`config.mk`:
```
export PLATFORM = sky130hd
export DESIGN_NAME = res_multiplier
export DESIGN_NICKNAME = d
export VERILOG_FILES = /design/src/rtl/res_multiplier.sv
export SDC_FILE = /design/constraint.sdc
export NUM_CORES = 1
export LEC_CHECK = 0
export BUFFER_PORTS_ARGS = -buffer_cell sky130_fd_sc_hd__buf_2
export CAP_MARGIN = 5
export CORE_MARGIN = 10
export CORE_UTILIZATION = 50
export DETAILED_ROUTE_END_ITERATION = 10
export PLACE_DENSITY = 0.66
export SYNTH_ARGS = -nofsm -noshare
export SYNTH_HDL_FRONTEND = slang
export SYNTH_SLANG_ARGS = --single-unit
```
`constraint.sdc`:
```
create_clock -name clk -period 15.25 [get_ports clk]
set_clock_uncertainty 0.2 [all_clocks]
set_input_delay 2.2875 -clock clk [delete_from_list [all_inputs] [get_ports clk]]
set_output_delay 2.2875 -clock clk [all_outputs]
set_load 0.05 [all_outputs]
```
`src/rtl/res_multiplier.sv`:
```
// res_multiplier
//   Pipelined unsigned shift-add multiplier. It rebuilds quotient*divisor one
//   partial product per stage, LSB first. It accepts one operand pair per
//   clock and has no stall or backpressure. Latency from a sampled start to
//   done is QW+1 clock edges.
//
// Ports
//   clk       clock, rising edge
//   rst       synchronous reset, active-high
//   start     operand-valid strobe; operands are sampled on the edge where start=1
//   quotient  [QW-1:0]    multiplier operand, unsigned
//   divisor   [DW-1:0]    multiplicand operand, unsigned
//   product   [QW+DW-1:0] registered quotient*divisor; holds its value between results
//   prod_hi   [DW-1:0]    upper DW bits of product (the result in dividend units)
//   done      pulses for one cycle per accepted start, in input order
module res_multiplier #(
    parameter int QW = 12,
    parameter int DW = 13
) (
    input  logic             clk,
    input  logic             rst,
    input  logic             start,
    input  logic [QW-1:0]    quotient,
    input  logic [DW-1:0]    divisor,
    output logic [QW+DW-1:0] product,
    output logic [DW-1:0]    prod_hi,
    output logic             done
);

    localparam int PW = QW + DW;

    // Index k holds the operands entering stage k+1. The accumulator at index k
    // already includes the partial products of quotient bits 0..k-1.
    logic [QW-1:0] q_r   [0:QW-1];
    logic [DW-1:0] d_r   [0:QW-1];
    logic [PW-1:0] acc_r [0:QW];
    logic [QW:0]   v_r;
    logic [PW-1:0] pp    [1:QW];

    // Stage k adds divisor<<(k-1) when quotient bit k-1 is set. The bits are
    // consumed LSB first, so the running sum never exceeds PW bits.
    for (genvar k = 1; k <= QW; k++) begin : g_pp
        assign pp[k] = q_r[k-1][k-1] ? (PW'(d_r[k-1]) << (k-1)) : '0;
    end

    always_ff @(posedge clk) begin
        if (rst) begin
            v_r     <= '0;
            done    <= 1'b0;
            product <= '0;
        end else begin
            v_r      <= {v_r[QW-1:0], start};
            q_r[0]   <= quotient;
            d_r[0]   <= divisor;
            acc_r[0] <= '0;
            for (int k = 1; k < QW; k++) begin
                q_r[k] <= q_r[k-1];
                d_r[k] <= d_r[k-1];
            end
            for (int k = 1; k <= QW; k++) begin
                acc_r[k] <= acc_r[k-1] + pp[k];
            end
            done <= v_r[QW];
            // A bubble leaves the last valid result on the output.
            if (v_r[QW]) begin
                product <= acc_r[QW];
            end
        end
    end

    assign prod_hi = product[PW-1:QW];

endmodule
```
==> results by group <==
Die
  – Die area: 53300 um^2
  – Core Region: 44100 um^2
  – Ports: 67
  – Rows: 77
  – Die boundary width: 231 um
  – Initial Util: 50.4%
  – Die Y-Extent: 231 um

STA
  – Minimum clock period: 5.12 ns
  – Top achievable clock speed: 0.195 GHz
  – RSZ-0062 raised after global routing: no
  – Final Setup Violations: 0
  – Fin crit share: 33.6%
  – Slew margin rel.: 26.5%
  – Pins over their slew limit: 0
  – Worst Tran Pin Value: 1.10 ns
  – Hold slack: 0.214 ns
  – Final Hold Fails: 0
  – TNS Setup: 0 ns

Synthesis
  – Number of flops mapped to enable cells by yosys: 467
  – Sequential fraction of the synthesis area: 66.6%
  – Synth warn: 0
  – Synth area leaders: edfxtp_1, ha_1, and2_1
  – Cell area after synthesis: 22200 um^2
  – Asr flop ratio synth: 0%
  – Cells after Synth: 1504
  – Area leader, netlist: edfxtp_1
  – Area share of the largest cell type after synthesis: 63.0%
  – Register bit total from synthesis: 506
  – Post-synth cell types: 59
  – Syn Area/Cell: 14.8 um^2
  – Syn Nets: 1685
  – Top_reg_cell synth: edfxtp_1

Setup path
  – CP Data Required Time: 15.26 ns
  – Worst-path fanout max: 211
  – Crit path max-delay cell type: buf_4
  – Worst Path Arrival: 5.13 ns
  – R2r startpoint: q_r[2][8]$_DFFE_PN_
  – CP cell instances: buf_2 > inv_8 > buf_4 > buf_12
  – CP top delay family: buffers and inverters
  – Register-to-Register Path Depth: 9
  – CP peak stage delay: 0.87 ns
  – Crit Path Category: in2reg
  – Reg-to-reg endpoint: acc_r[9][20]$_DFFE_PN_
  – Crit end category: flop
  – Worst path bufs/invs: 4
  – Crit path from: rst
  – Worst reg2reg setup slack: 11.97 ns
  – Critical Path Start Type: input port

Placed design
  – Placed cells: 2132
  – Area after DPL: 23200 um^2
  – HPWL after detailed placement: 21.1 mm
  – GPL Wtd Cong: 0.829
  – # port buffers: 66

Hold path
  – Min-Delay Startpoint: q_r[0][4]$_DFFE_PN_
  – WHS Path Cells: 0
  – Worst Hold Class: reg2reg
  – Hold EP: q_r[0][16]$_DFFE_PN_

Final layout
  – Layout cells sized above 1: 10.7%
  – Fin util: 56.3%
  – Most frequent cells in the layout: edfxtp_1, and2_1, ha_1
  – Synth-to-Final Area Change: 11.7%
  – Ant. Diodes: 0
  – Most common cell after layout, fill and taps aside: edfxtp_1
  – Total Nets Final: 1776
  – Cell area after layout: 24900 um^2
  – Fin cells: 2225

Drt
  – 1st-pass router iterations: 6
  – Antenna viol nets, final: 0
  – Final wirelength: 31.7 mm
  – Drt initial violations: 572
  – Wire per inst: 14.2 um
  – Via count: 11610
  – Vias per Instance: 5.22
  – # DRC: 0

Clock network
  – Setup bufs post-CTS: 0
  – Clock sink total: 506
  – Hold-fix buffers at CTS: 0
  – CTS tree: done
  – Root Buffer: clkbuf_16
  – TritonCTS buffer count: 53
  – CTS H-tree lvls: 2
  – Clk slew on worst S/H paths: 0.06 ns
  – Post_cts resized: 0
  – Clk Latency, worst-skew pair: 0.59 ns
  – Clk buf depth: 3

GRT
  – GR peak layer: met2
  – Global-route wire length before repair: 54.1 mm
  – M1 GR Usage: 11.3%
  – GRT Total Usage: 12.0%
  – Largest net degree at the start of global routing: 212
  – Grt met3 use: 3.19%
  – Initial antenna violation count: 0
  – M2 GR Usage: 23.8%
  – Vias in the first global route: 12080
  – Grt total ovfl: 0

Pwr
  – PwrDens: 149 nW/um^2
  – Lkg Pwr: 9.66 nW
  – VDD IR max: 83.2 uV

Job
  – Maxcap violations: 0

Outcome
  – Run status: finished, final reports clean
-- cell type report --
| type | count | area, um^2 |
|---|---|---|
| Clock buffer | 72 | 1490 |
| Clock inverter | 21 | 181 |
| Fill cell | 3555 | 19300 |
| Inverter | 27 | 109 |
| Multi-Input combinational cell | 937 | 7160 |
| Sequential cell | 506 | 14800 |
| Tap cell | 592 | 741 |
| Timing Repair Buffer | 70 | 373 |
-- state kept, by name (all words and copies together) (netlist names) --
signal   count
v_r         13
d_r        156
product     25
q_r         78
acc_r      233
done         1
-- worst max-delay path by stage --
stage | end | slack (ns) | cells after the start
floorplan | acc_r[10][0]$_DFFE_PN_ | 2.79 | 2
global placement | d_r[0][25]$_DFFE_PN_ | 9.55 | 4
finish | d_r[0][25]$_DFFE_PN_ | 10.13 | 4
global route | d_r[0][25]$_DFFE_PN_ | 9.87 | 4
CTS | d_r[0][12]$_DFFE_PN_ | 10.14 | 4
detailed placement | d_r[0][12]$_DFFE_PN_ | 9.50 | 4
-- metal layers --
layer	part of all wire [%]	vias to the layer above
met5	0	-
met4	3.2	0
met3	4.5	90
met2	56	187
met1	37	5542
li1	-	5791
-- synthesized netlist by cell type (9+ instances only) --
cell type    n
ha_1       142
fa_1        11
buf_4       13
nand2_1     34
xnor2_1     83
nor3_1       9
a21o_1      58
nor2b_1     23
mux2i_1     26
nor2_1      79
o21ai_0     49
xor2_1      27
a21oi_1     92
o21a_1      25
edfxtp_1   467
nand4_1     10
o21bai_1     9
clkbuf_1    18
dfxtp_1     39
nand2b_1     9
inv_1       27
a211oi_1    13
and2_1     155
-- power breakdown --
part,internal [W],switching [W]
logic,0.000306,0.000363
registers,0.00175,0.0000581
clock network,0.000729,0.000502
-- through the flow --
stage	setup WS, ns	power (W)
after CTS	10.14	0.00375
after global placement	9.55	0.00248
after floorplan	2.79	0.00239
after detailed placement	9.50	0.00251
final	10.13	0.00371
after global routing	9.87	0.00391
-- kinds of logic after synthesis --
family,synth area share (%)
AO/OA/AOI/OAI,9.34
XOR/XNOR,4.33
adder cells (fa/ha/maj),8.98
buffers and inverters,1.27
flip-flops,66.6
multiplexers,1.17
AND/OR/NAND/NOR,8.36
Note: power is estimated with default switching activity, not from simulation.
